<file path="config.mk">
export PLATFORM = sky130hd
export DESIGN_NAME = pc_sequencer_flat
export DESIGN_NICKNAME = d
export VERILOG_FILES = /design/src/rtl/pc_sequencer_pkg.sv /design/src/rtl/pc_sequencer_if.sv /design/src/rtl/pc_redirect_latch.sv /design/src/rtl/pc_sequencer.sv /design/src/flat_wrapper.sv
export SDC_FILE = /design/constraint.sdc
export NUM_CORES = 1
export LEC_CHECK = 0
export CORE_MARGIN = 2
export CORE_UTILIZATION = 40
export DETAILED_ROUTE_END_ITERATION = 7
export PLACE_DENSITY_LB_ADDON = 0.05
export SYNTH_ARGS = -nofsm -noshare
export SYNTH_HDL_FRONTEND = slang
export SYNTH_SLANG_ARGS = --single-unit
</file>
<file path="constraint.sdc">
create_clock -name clk_i -period 18.6 [get_ports clk_i]
set_clock_uncertainty 0.05 [all_clocks]
set_input_delay 3.72 -clock clk_i [delete_from_list [all_inputs] [get_ports clk_i]]
set_output_delay 3.72 -clock clk_i [all_outputs]
set_load 0.02 [all_outputs]
</file>
<file path="src/rtl/pc_sequencer_pkg.sv">
// Shared types and defaults for the program-counter sequencer.
// Contents:
//   pc_state_e  - sequencer FSM state (IDLE/FETCH/HALT)
//   redirect_e  - redirect kind, ordered by priority (NONE < BRANCH < JUMP < TRAP)
//   DEF_*       - default reset vector, trap vector and instruction size
//   misaligned  - true when an address is not 4-byte aligned
package pc_ctrl_pkg;

  typedef enum logic [1:0] {
    ST_IDLE  = 2'd0,
    ST_FETCH = 2'd1,
    ST_HALT  = 2'd2
  } pc_state_e;

  // The numeric order is the priority order; comparisons on this enum rely on it.
  typedef enum logic [1:0] {
    RD_NONE   = 2'd0,
    RD_BRANCH = 2'd1,
    RD_JUMP   = 2'd2,
    RD_TRAP   = 2'd3
  } redirect_e;

  localparam logic [63:0] DEF_RESET_VECTOR = 64'h0;
  localparam logic [63:0] DEF_TRAP_VECTOR  = 64'h100;
  localparam int          DEF_INSTR_BYTES  = 4;

  function automatic logic misaligned(input logic [63:0] addr);
    return addr[1:0] != 2'b00;
  endfunction

endpackage

</file>
<file path="src/rtl/pc_sequencer_if.sv">
// Instruction-fetch handshake between the sequencer and instruction memory.
// Handshake: a fetch is outstanding while imem_req_o=1; it completes in the
// cycle where imem_ready_i=1, and the sequencer raises instr_valid_o in that
// same cycle. imem_addr_o is only meaningful while imem_req_o=1.
// Signals:
//   imem_req_o    - fetch request (sequencer -> memory)
//   imem_addr_o   - fetch address (sequencer -> memory)
//   imem_ready_i  - memory accepts/returns the fetch (memory -> sequencer)
//   instr_valid_o - fetch completes this cycle (sequencer -> consumers)
interface pc_sequencer_if;
  logic        imem_req_o;
  logic [63:0] imem_addr_o;
  logic        imem_ready_i;
  logic        instr_valid_o;

  modport master (
    output imem_req_o,
    output imem_addr_o,
    output instr_valid_o,
    input  imem_ready_i
  );

  modport slave (
    input  imem_req_o,
    input  imem_addr_o,
    input  instr_valid_o,
    output imem_ready_i
  );
endinterface

</file>
<file path="src/rtl/pc_redirect_latch.sv">
// Pending redirect register. Merges the current-cycle redirect with the held
// one, keeping only the highest-priority kind (a later pulse of equal kind
// replaces the target). The merged value is presented combinationally so the
// sequencer can apply it in the same cycle; applying it empties the register.
// Ports:
//   clk_i, rst_i  - clock, synchronous active-high reset
//   apply_i       - merged redirect is consumed this cycle
//   cur_kind_i    - highest-priority redirect pulsed this cycle
//   cur_tgt_i     - target belonging to cur_kind_i
//   sel_kind_o    - merged (pending + current) redirect kind
//   sel_tgt_o     - merged redirect target
module pc_redirect_latch
  import pc_ctrl_pkg::*;
(
  input  logic        clk_i,
  input  logic        rst_i,
  input  logic        apply_i,
  input  redirect_e   cur_kind_i,
  input  logic [63:0] cur_tgt_i,
  output redirect_e   sel_kind_o,
  output logic [63:0] sel_tgt_o
);

  redirect_e   pend_kind_q;
  logic [63:0] pend_tgt_q;

  always_comb begin
    sel_kind_o = pend_kind_q;
    sel_tgt_o  = pend_tgt_q;
    if (cur_kind_i != RD_NONE && cur_kind_i >= pend_kind_q) begin
      sel_kind_o = cur_kind_i;
      sel_tgt_o  = cur_tgt_i;
    end
  end

  always_ff @(posedge clk_i) begin
    if (rst_i || apply_i) begin
      pend_kind_q <= RD_NONE;
      pend_tgt_q  <= '0;
    end else begin
      pend_kind_q <= sel_kind_o;
      pend_tgt_q  <= sel_tgt_o;
    end
  end

endmodule

</file>
<file path="src/rtl/pc_sequencer.sv">
// Program-counter sequencer: chooses the next PC for an external PC register,
// issues instruction fetches, and handles stalls, redirects and halt.
// Ports:
//   clk_i, rst_i            - clock, synchronous active-high reset
//   imem                    - fetch handshake (pc_sequencer_if.master)
//   pc_i                    - current PC from the external register
//   pc_next_o               - value loaded into the PC register every cycle
//   branch_i/branch_target_i, jump_i/jump_target_i, trap_i - redirect pulses
//   halt_i, resume_i        - enter / leave HALT
//   state_o                 - FSM state (debug)
//   misalign_o              - misaligned jump/branch target was applied
//   fetch_count_o           - saturating count of completed fetches
module pc_sequencer
  import pc_ctrl_pkg::*;
#(
  parameter logic [63:0] RESET_VECTOR = DEF_RESET_VECTOR,
  parameter logic [63:0] TRAP_VECTOR  = DEF_TRAP_VECTOR,
  parameter int          INSTR_BYTES  = DEF_INSTR_BYTES
) (
  input  logic                  clk_i,
  input  logic                  rst_i,
  pc_sequencer_if.master        imem,
  input  logic [63:0]           pc_i,
  output logic [63:0]           pc_next_o,
  input  logic                  branch_i,
  input  logic [63:0]           branch_target_i,
  input  logic                  jump_i,
  input  logic [63:0]           jump_target_i,
  input  logic                  trap_i,
  input  logic                  halt_i,
  input  logic                  resume_i,
  output logic [1:0]            state_o,
  output logic                  misalign_o,
  output logic [31:0]           fetch_count_o
);

  pc_state_e   state_q;
  pc_state_e   cur_st;
  logic        halt_pend_q;
  logic [31:0] fetch_cnt_q;
  redirect_e   cur_kind;
  logic [63:0] cur_tgt;
  redirect_e   sel_kind;
  logic [63:0] sel_tgt;
  logic        apply;
  logic        accept;

  // Encoding 3 cannot be reached, but if it ever appears it behaves as IDLE.
  always_comb begin
    case (state_q)
      ST_FETCH: cur_st = ST_FETCH;
      ST_HALT:  cur_st = ST_HALT;
      default:  cur_st = ST_IDLE;
    endcase
  end

  // Highest-priority redirect pulsed this cycle; a trap always targets TRAP_VECTOR.
  always_comb begin
    cur_kind = RD_NONE;
    cur_tgt  = '0;
    if (trap_i) begin
      cur_kind = RD_TRAP;
      cur_tgt  = TRAP_VECTOR;
    end else if (jump_i) begin
      cur_kind = RD_JUMP;
      cur_tgt  = jump_target_i;
    end else if (branch_i) begin
      cur_kind = RD_BRANCH;
      cur_tgt  = branch_target_i;
    end
  end

  pc_redirect_latch u_redirect_latch (
    .clk_i      (clk_i),
    .rst_i      (rst_i),
    .apply_i    (apply),
    .cur_kind_i (cur_kind),
    .cur_tgt_i  (cur_tgt),
    .sel_kind_o (sel_kind),
    .sel_tgt_o  (sel_tgt)
  );

  assign accept = !rst_i && cur_st == ST_FETCH && imem.imem_ready_i;
  assign apply  = accept;

  always_comb begin
    pc_next_o          = pc_i;
    imem.imem_req_o    = 1'b0;
    imem.imem_addr_o   = pc_i;
    imem.instr_valid_o = 1'b0;
    misalign_o         = 1'b0;
    case (cur_st)
      ST_IDLE: pc_next_o = RESET_VECTOR;
      ST_FETCH: begin
        imem.imem_req_o = 1'b1;
        if (imem.imem_ready_i) begin
          imem.instr_valid_o = 1'b1;
          case (sel_kind)
            RD_NONE: pc_next_o = pc_i + 64'(INSTR_BYTES);
            RD_TRAP: pc_next_o = TRAP_VECTOR;
            default: begin
              if (misaligned(sel_tgt)) begin
                pc_next_o  = TRAP_VECTOR;
                misalign_o = 1'b1;
              end else begin
                pc_next_o = sel_tgt;
              end
            end
          endcase
        end
      end
      default: ;  // HALT: hold the PC, no request
    endcase
    if (rst_i) begin
      pc_next_o          = RESET_VECTOR;
      imem.imem_req_o    = 1'b0;
      imem.instr_valid_o = 1'b0;
      misalign_o         = 1'b0;
    end
  end

  always_ff @(posedge clk_i) begin
    if (rst_i) begin
      state_q     <= ST_IDLE;
      halt_pend_q <= 1'b0;
      fetch_cnt_q <= '0;
    end else begin
      if (accept && fetch_cnt_q != 32'hFFFF_FFFF) fetch_cnt_q <= fetch_cnt_q + 32'd1;
      case (cur_st)
        ST_IDLE: state_q <= ST_FETCH;
        ST_FETCH: begin
          if (imem.imem_ready_i) begin
            // A halt seen during a stall takes effect once the fetch completes.
            if (halt_i || halt_pend_q) state_q <= ST_HALT;
            halt_pend_q <= 1'b0;
          end else if (halt_i) begin
            halt_pend_q <= 1'b1;
          end
        end
        default: if (resume_i || trap_i) state_q <= ST_FETCH;
      endcase
    end
  end

  assign state_o       = cur_st;
  assign fetch_count_o = fetch_cnt_q;

endmodule

</file>
<file path="src/flat_wrapper.sv">
// flat-port wrapper written by rule: the top's interface ports become plain ports
module pc_sequencer_flat import pc_ctrl_pkg::*;
#(
  parameter logic [63:0] RESET_VECTOR = DEF_RESET_VECTOR,
  parameter logic [63:0] TRAP_VECTOR  = DEF_TRAP_VECTOR,
  parameter int          INSTR_BYTES  = DEF_INSTR_BYTES
)
  (clk_i, rst_i, pc_i, pc_next_o, branch_i, branch_target_i, jump_i, jump_target_i, trap_i, halt_i, resume_i, state_o, misalign_o, fetch_count_o, imem_imem_req_o, imem_imem_addr_o, imem_instr_valid_o, imem_imem_ready_i);
  pc_sequencer_if imem_i ();
  input  logic clk_i;
  input  logic rst_i;
  input  logic [63:0] pc_i;
  output logic [63:0] pc_next_o;
  input  logic branch_i;
  input  logic [63:0] branch_target_i;
  input  logic jump_i;
  input  logic [63:0] jump_target_i;
  input  logic trap_i;
  input  logic halt_i;
  input  logic resume_i;
  output logic [1:0] state_o;
  output logic misalign_o;
  output logic [31:0] fetch_count_o;
  output wire logic [$bits(imem_i.imem_req_o)-1:0] imem_imem_req_o;
  output wire logic [$bits(imem_i.imem_addr_o)-1:0] imem_imem_addr_o;
  output wire logic [$bits(imem_i.instr_valid_o)-1:0] imem_instr_valid_o;
  input wire logic [$bits(imem_i.imem_ready_i)-1:0] imem_imem_ready_i;
  assign imem_imem_req_o = imem_i.imem_req_o;
  assign imem_imem_addr_o = imem_i.imem_addr_o;
  assign imem_instr_valid_o = imem_i.instr_valid_o;
  assign imem_i.imem_ready_i = imem_imem_ready_i;
  pc_sequencer #(.RESET_VECTOR(RESET_VECTOR), .TRAP_VECTOR(TRAP_VECTOR), .INSTR_BYTES(INSTR_BYTES)) u_core (.clk_i(clk_i), .rst_i(rst_i), .imem(imem_i), .pc_i(pc_i), .pc_next_o(pc_next_o), .branch_i(branch_i), .branch_target_i(branch_target_i), .jump_i(jump_i), .jump_target_i(jump_target_i), .trap_i(trap_i), .halt_i(halt_i), .resume_i(resume_i), .state_o(state_o), .misalign_o(misalign_o), .fetch_count_o(fetch_count_o));
endmodule
</file>
==> results.toml <==
[setup_path]
crit_chain = "buf_2 > buf_4 > or2_2 > ha_1 > o21ai_0 > o21a_4 > a21oi_1 > ha_1 > nor2b_1 > nand2_1 > buf_4 > or4_1 > o22ai_1 > a21o_1 > clkdlybuf4s50_1"
path_buf_inv = 4
reg2reg_depth = 8
crit_slowest_cell = "nor2b_1"
r2r-end = "u_core.u_redirect_latch.pend_tgt_q[33]"
crit_type = "in2out"
r2r_setup_slack_ns = 15.49
critPathLaunchType = "input port"
cpLargestDelayFamily = "simple AND/OR/NAND/NOR gates"
crit_arrival_ns = 8.89
cp_max_fo = 74
worstSetupEndpointType = "output pin"
r2r_start = "u_core.u_redirect_latch.pend_kind_q[1]"
required_ns = 14.83
crit_path_max_incr_delay_ns = 0.90

[sta]
tightestPinTransition_ns = 1.12
setup_viol = 0
fmax_mhz = 79.0
post-route-period-util = 0.681
hold_viol_final = 0
slew_viol_final = 0
period_minus_slack_ns = 12.66
setup_tns_ns = 0
maxSlewHeadroom = 0.249
rsz0062_at_grt = "no"

[clocking]
clk_latency_ns = 0.34
clkTransAtPathRegs_ns = 0.07
ctsLongestPathBuffers = 2
clock-sinks = 101
cts_resized = 0
h-tree-depth = 3
cts_setup_buffers = 0
cts_root_buf = "clkbuf_16"
cts_tree = "done"
holdBufCountCts = 0
numCtsBuffers = 9

[min_path]
timing.hold.worst.class = "reg2reg"
holdPathEnd = "u_core.halt_pend_q"
hold_path_depth = 2
hp-start = "u_core.halt_pend_q"

[placed_design]
hpwl_um = 25200
place.gp.congestion = 0.947
io_buffers = 364

[pwr]
switching_share = 0.347
p_sw_uw = 224
sequentialPowerShare = 0.352
combPwrFrac = 0.370
powerDensity_nw_per_um2 = 55.5
clock_power_share = 0.278
vdd_drop_max_mv = 0.0409
leakage_nw = 3.82
internal-power_uw = 421

[floorplan]
die_w_um = 147
start_util = 0.405
fp-row-count = 52
die_area_um2 = 21600
coreArea_um2 = 20200
io_pins = 365
die_y_um = 147

[yosys]
async_reset_ff_frac = 0
synth_xor_area_frac = 0.0343
synth.distinct_cells = 77
synthCells = 1142
ys_seq_area_frac = 0.247
syn_area_um2 = 8170
synth_edf_count = 0
synthAdderAreaFrac = 0.0107
synth-simple-area-share = 0.312
synth_nets = 1349
syn_area_per_cell_um2 = 7.16
ys.warnings.count = 0
synth_mux_area_frac = 0.00857
synth_compound_area_frac = 0.269
ys_ff_latch = 101
synth_top_family_by_area = "simple AND/OR/NAND/NOR gates"
synth_flop_cell = "dfxtp_1"

[routing]
drt-vias-per-instance = 5.88
drtIter0Drc = 825
drtPass1Iterations = 5
antenna_left = 0
wl_per_cell_um = 19.8
drc_errors = 0
vias = 9711
drt-total-wl_um = 32700

[global_routing]
grt.overflow.total = 0
grt.total_usage = 0.291
grt_max_degree = 97
grt_pass1_wl_um = 50100
grt_pass1_vias = 8876
antenna_found_initial = 0

[layout]
drive_gt1_frac = 0.0543
layout_commonest_cell = "clkdlybuf4s50_1"
final_util = 0.577
synthToLayoutAreaGrowth_pct = 42.3
antennaDiodeCount = 0
final_cell_mix = "361 x clkdlybuf4s50_1, 142 x nor2_1, 101 x dfxtp_1"
fin_nets = 1584

[outcome]
status = "complete, no violations"

[job]
drv_cap = 0
==> metal layers <==
metal / vias up / wire length [um] / GRT usage
met2: 486 / 14300 / 0.448
li1: 4670 / - / -
met1: 4491 / 14400 / 0.407
met4: 0 / 945 / 0.0976
met3: 64 / 3140 / 0.0602
met5: - / 0 / 0
==> through the flow <==
step	cell area, um2	setup slack (ns)	total power [mW]	hold WS [ns]	std cells
after floorplan	8170	6.78	0.367	0.387	1142
after global placement	11300	6.05	0.467	0.402	1636
after detailed placement	11300	5.98	0.468	0.408	1636
after CTS	11600	5.97	0.647	0.425	1652
after global routing	11600	5.67	0.676	0.487	1652
final	11600	5.94	0.646	0.422	1652
==> state kept, by name, summed over array words and instances, names as in the netlist <==
signal and flops:
u_core.u_redirect_latch.pend_tgt_q 64, u_core.fetch_count_o 32, u_core.state_q 2, u_core.u_redirect_latch.pend_kind_q 2, u_core.halt_pend_q 1
==> cells by family (layout without fill, tap and decap cells) <==
group | after synthesis | after routing
compound gates | 336 | 336
xor+xnor | 32 | 32
mux | 7 | 7
simple gates | 491 | 491
flops | 101 | 101
fa+ha+maj | 7 | 7
buf+inv | 168 | 408
==> power groups by stage <==
| stage | clock network [mW] | logic (mW) | registers [mW] |
|---|---|---|---|
| after detailed placement | 0 | 0.236 | 0.232 |
| after CTS | 0.183 | 0.237 | 0.227 |
| final | 0.179 | 0.239 | 0.227 |
| after global routing | 0.192 | 0.256 | 0.228 |
| after global placement | 0 | 0.235 | 0.232 |
| after floorplan | 0 | 0.135 | 0.232 |
==> cells in the mapped netlist, types with 11 or more instances <==
cell type / instances / area share
nor2_1: 142 / 0.065
dfxtp_1: 101 / 0.25
a21oi_1: 99 / 0.061
nor3_1: 94 / 0.058
a22oi_1: 65 / 0.060
buf_4: 65 / 0.060
o21ai_0: 64 / 0.039
nand2_1: 58 / 0.027
clkbuf_1: 56 / 0.026
nand3_1: 46 / 0.028
nand4_1: 32 / 0.024
nor4_1: 28 / 0.021
xnor2_1: 25 / 0.027
inv_1: 15 / 0.0069
o21a_1: 13 / 0.012
or3_1: 12 / 0.0092
a221oi_1: 11 / 0.012
==> final cells by class <==
type                       instances  area, um2
sequential                       101       2020
clock inverter                     6       45.0
tap                              270        338
clock buffer                      10        239
multi-input combinational        873       5210
timing repair buffer             376       3720
fill                            1949       8540
inverter                          16       60.1
==> worst register-to-register path, cell delays in order (launching register included) <==
cell	delay [ns]
dfxtp_1	0.33
inv_1	0.05
ha_1	0.32
o21ai_0	0.28
o21a_4	0.39
buf_4	0.80
nor3_1	0.19
a21oi_1	0.47
nor2_1	0.10
==> worst max path at each step <==
stage	from	end	cells after the start
global placement	trap_i	pc_next_o[58]	15
finish	jump_i	pc_next_o[58]	15
CTS	trap_i	pc_next_o[58]	15
floorplan	trap_i	pc_next_o[35]	20
detailed placement	trap_i	pc_next_o[58]	15
global route	jump_i	pc_next_o[34]	16
Power figures use the tool's default switching activity.
==> edit 1: new RTL, config.mk and constraints unchanged <==
Register the output `fetch_count_o` once more, without a reset; this adds one clock of latency there. The other outputs are not delayed to match.
--- a/src/rtl/pc_sequencer.sv
+++ b/src/rtl/pc_sequencer.sv
@@ -144,5 +144,7 @@
 
   assign state_o       = cur_st;
-  assign fetch_count_o = fetch_cnt_q;
+  always_ff @(posedge clk_i) begin
+    fetch_count_o <= fetch_cnt_q;
+  end
 
 endmodule
Formal check against the unedited RTL: not equivalent (a bounded check fails within 4 cycles, from zero or initial values and one cycle with rst_i high).
==> edit 1 against the original RTL <==
Maximum frequency increased by 2.3%. Die area increased by 10%. Sequential cell count increased by 32. Setup slack improved by 0.29 ns. Highest routed layer unchanged. Global-route usage increased by 1.3 points. Power increased by 34%. Sequential power increased by 30%. Combinational power increased by 5%. Cell area increased by 9.8%. Synthesized area increased by 10%. Critical endpoint is now pc_next_o[27]. Wire length increased by 15%. Non-clock buffer count decreased by 3.
==> edit 1: results (changes against the original RTL) <==
| Metric | Value |
|---|---|
| CTS H-tree depth | 4 (+1) |
| First-pass iteration count of the detailed router | 6 (+1) |
| Inverters excl. clock | 18 (+2) |
| Dpl ws | 6.39 ns (+0.408 ns) |
| Least-Margin Pin Slew | 1.14 ns (+0.0182 ns) |
| Yosys cell types | 74 (-3.9%) |
| GRT Util Overall | 30.4% (+1.3 points) |
| Final WL | 37600 um (+15%) |
| Post-synthesis xor/xnor area fraction | 3.59% (+0.16 points) |
| Vias | 10375 (+6.8%) |
| Leakage | 4.35 nW (+14%) |
| Clk Latency, worst-skew pair | 0.41 ns (+0.07 ns) |
| Hold Path Origin | u_core.fetch_cnt_q[15] |
| Top cells by area, synth | dfxtp_1 29%, a21oi_1 6.0%, nor2_1 5.9%, buf_4 5.7%, a22oi_1 5.4% |
| Count of multi-input gates | 905 (+3.7%) |
| Seq/Total Area, Yosys | 29.5% (+4.8 points) |
| DRT iter0 DRCs | 1010 (+22%) |
| Fillers | 2090 (+7.2%) |
| Syn nets | 1416 (+5.0%) |
| Worst Setup EP | pc_next_o[27] |
| Largest net degree at the start of global routing | 122 (+26%) |
| Initial antenna violation count | 1 (+1) |
| Vias in the first global route | 9695 (+9.2%) |
| First-pass GRT wire length | 56500 um (+13%) |
| Share of cells above drive strength 1 | 4.93% (-0.49 points) |
| Vias per cell | 5.96 (+1.4%) |
| Synth Area in Compound Gates | 24.9% (-2.0 points) |
| Clock-pin slew on the worst setup and hold paths | 0.05 ns (-0.02 ns) |
| Hold Path Sink | u_core.fetch_count_o[15] |
| Clk tree area frac | 4.36% (+1.9 points) |
| ANT cells | 1 (+1) |
| Post-Synth Adder-Cell Area | 0.970% (-0.10 points) |
| FF-to-FF End | u_core.u_redirect_latch.pend_tgt_q[39] |
| Dpl hpwl | 28400 um (+13%) |
| FF-to-FF setup slack | 15.45 ns (-0.04 ns) |
| FF+latch area | 2660 sq um (+32%) |
| Fin crit period | 12.38 ns (-0.286 ns) |
| Non-Clock Buffer Count | 373 (-0.80%) |
| Hold path cells | 0 (-2) |
| Status | complete, no violations |
| CLK BUF | 19 (+9) |
| Fin nets | 1655 (+4.5%) |
| TritonCTS Buffers | 17 (+8) |
| Synth top cells by count | 142 x nor2_1, 133 x dfxtp_1, 108 x a21oi_1 |
| Area grow syn2layout | 41.5% |
[edit 1: cell types whose count changed after synthesis, sizes merged, moves of 9 or more]
cell,delta
xor2,+19
or3,+12
nor4,-9
a31oi,+16
and3,+14
nand2,+9
xnor2,-14
dfxtp,+32
a21oi,+9
nor3,-16
o21ai,-23
[edit 1: power breakdown]
group	switching [mW]	leakage, nW	internal (mW)
clock network	0.129	0.271	0.190
registers	0.00266	1.08	0.293
logic	0.148	3.00	0.102
[edit 1: critical path, cell delays in order]
cell             delay, ns
buf_2                 0.08
buf_4                 0.59
or2_2                 0.23
ha_1                  0.20
nor4bb_1              0.10
or3_4                 0.43
a21oi_1               0.29
ha_1                  0.37
nor2b_1               0.14
buf_4                 0.25
nand2_1               0.66
or4_1                 0.72
o211ai_1              0.14
clkdlybuf4s50_1       0.66
[edit 1: layer usage]
metal / track usage, % / wire length [um]
met1: 36.6 / 14500
met2: 51.6 / 18100
met3: 6.50 / 3270
met4: 14.7 / 1810
met5: 0 / 0
==> edit 2: new RTL, config.mk and constraints unchanged <==
Made on the original files. Add an input register stage for `jump_target_i`, without a reset; this delays it by one clock. The other inputs are not delayed to match.
--- a/src/rtl/pc_sequencer.sv
+++ b/src/rtl/pc_sequencer.sv
@@ -35,4 +35,10 @@
 );
 
+  logic [63:0] jump_target_q;
+
+  always_ff @(posedge clk_i) begin
+    jump_target_q <= jump_target_i;
+  end
+
   pc_state_e   state_q;
   pc_state_e   cur_st;
@@ -64,5 +70,5 @@
     end else if (jump_i) begin
       cur_kind = RD_JUMP;
-      cur_tgt  = jump_target_i;
+      cur_tgt  = jump_target_q;
     end else if (branch_i) begin
       cur_kind = RD_BRANCH;
Function: changed (Yosys sat finds a counterexample within 4 cycles, from zero or initial values and one cycle with rst_i high).
==> edit 2 against the original RTL <==
Sequential cell count is 64 higher. Power up 51%. Core utilization down 0.56 points. Wire length is 16% higher. Synthesized area increased by 16%. Register-to-register slack lost 0.02 ns. Final cell count is 8.5% higher. Clock power rose by 98%. Count of clock-buffer cells in the layout grew 7. Cell area grew 15%. Setup slack better by 0.45 ns. Critical path type unchanged. Critical endpoint is now pc_next_o[56]. Largest cell class unchanged. Highest routed layer unchanged.
==> edit 2: results (changes against the original RTL) <==
| Metric | Value |
|---|---|
| Status | complete, no violations |
| Non-Clock Buffer Count | 377 (+0.27%) |
| Arrival time worst endpoint | 8.44 ns (-0.45 ns) |
| Dpl ws | 6.46 ns (+0.478 ns) |
| Placed cell count | 1762 (+7.7%) |
| Share of cells above drive strength 1 | 5.50% (+0.068 points) |
| Vias per cell | 5.85 (-0.47%) |
| Mux share of post-synthesis cell area | 0.382% (-0.47 points) |
| DRT iter0 DRCs | 840 (+1.8%) |
| CTS H-tree depth | 4 (+1) |
| Placed inst area | 12800 sq um (+13%) |
| Final WL | 37900 um (+16%) |
| Routability Congestion | 0.956 (+0.95%) |
| FF+latch area | 3300 sq um (+63%) |
| Seq/Total Area, Yosys | 34.8% (+10 points) |
| Post-Synth Adder-Cell Area | 0.923% (-0.15 points) |
| Peak supply drop | 47.3 uV (+16%) |
| Sw frac | 33.3% (-1.4 points) |
| Multi-input gate area | 5300 sq um (+1.8%) |
| Non-clock buffer share of cell area | 27.9% (-4.1 points) |
| Largest net degree at the start of global routing | 73 (-25%) |
| Vias in the first global route | 9969 (+12%) |
| Count of multi-input gates | 887 (+1.6%) |
| Least-Margin Pin Slew | 0.977 ns (-0.147 ns) |
| Slowest stage delay, CP | 0.67 ns (-0.23 ns) |
| Vias | 10490 (+8.0%) |
| Ys flop type | dfxtp_1 |
| First-pass GRT wire length | 56400 um (+13%) |
| R2r startpoint | u_core.state_q[1] |
| Clk Latency, worst-skew pair | 0.44 ns (+0.10 ns) |
| Synth Area in Compound Gates | 22.4% (-4.5 points) |
| Post-synthesis xor/xnor area fraction | 3.60% (+0.17 points) |
| Fin util | 57.1% (-0.56 points) |
| Top cells by area, synth | dfxtp_1 35%, nor2_1 5.6%, a22oi_1 5.2%, buf_4 5.1%, a21oi_1 5.0% |
| Final instance area | 13400 sq um (+15%) |
| Crit. Startpoint | trap_i |
| Dpl hpwl | 28500 um (+13%) |
| Slowest CP cell | clkdlybuf4s50_1 |
| Yosys cell types | 75 (-2.6%) |
| CLK BUF | 17 (+7) |
| Critical Path Fanout Max | 71 (-4.1%) |
| Leakage | 4.57 nW (+20%) |
| Synth top cells by count | 165 x dfxtp_1, 142 x nor2_1, 95 x a21oi_1 |
| Syn nets | 1422 (+5.4%) |
| Clk tree area frac | 4.37% (+1.9 points) |
==> edit 2: worst paths after layout <==
path              slack (ns)                        to
setup reg to reg       15.47  u_core.fetch_count_o[26]
hold reg to reg         0.43        u_core.halt_pend_q
setup / recovery        6.39             pc_next_o[56]
hold / removal          0.43        u_core.halt_pend_q
==> edit 2: power by group through the flow <==
stage	logic, mW	clock network, mW	registers (mW)
after CTS	0.246	0.361	0.373
after global placement	0.243	0	0.381
after floorplan	0.136	0	0.381
after global routing	0.265	0.375	0.375
after detailed placement	0.244	0	0.382
final	0.247	0.355	0.373
==> edit 2: routing by layer <==
metal	share of wire (%)	global-route usage, %	routed length, um
met1	41	37.3	15600
met2	47	50.0	17800
met3	9.4	7.14	3550
met4	2.5	9.57	932
met5	0	0	0
==> edit 2: kinds of logic after synthesis <==
group / Yosys count
AO/OA/AOI/OAI: 326
buffers and inverters: 163
XOR/XNOR: 39
multiplexers: 3
flip-flops: 165
adder cells (fa/ha/maj): 7
AND/OR/NAND/NOR: 512
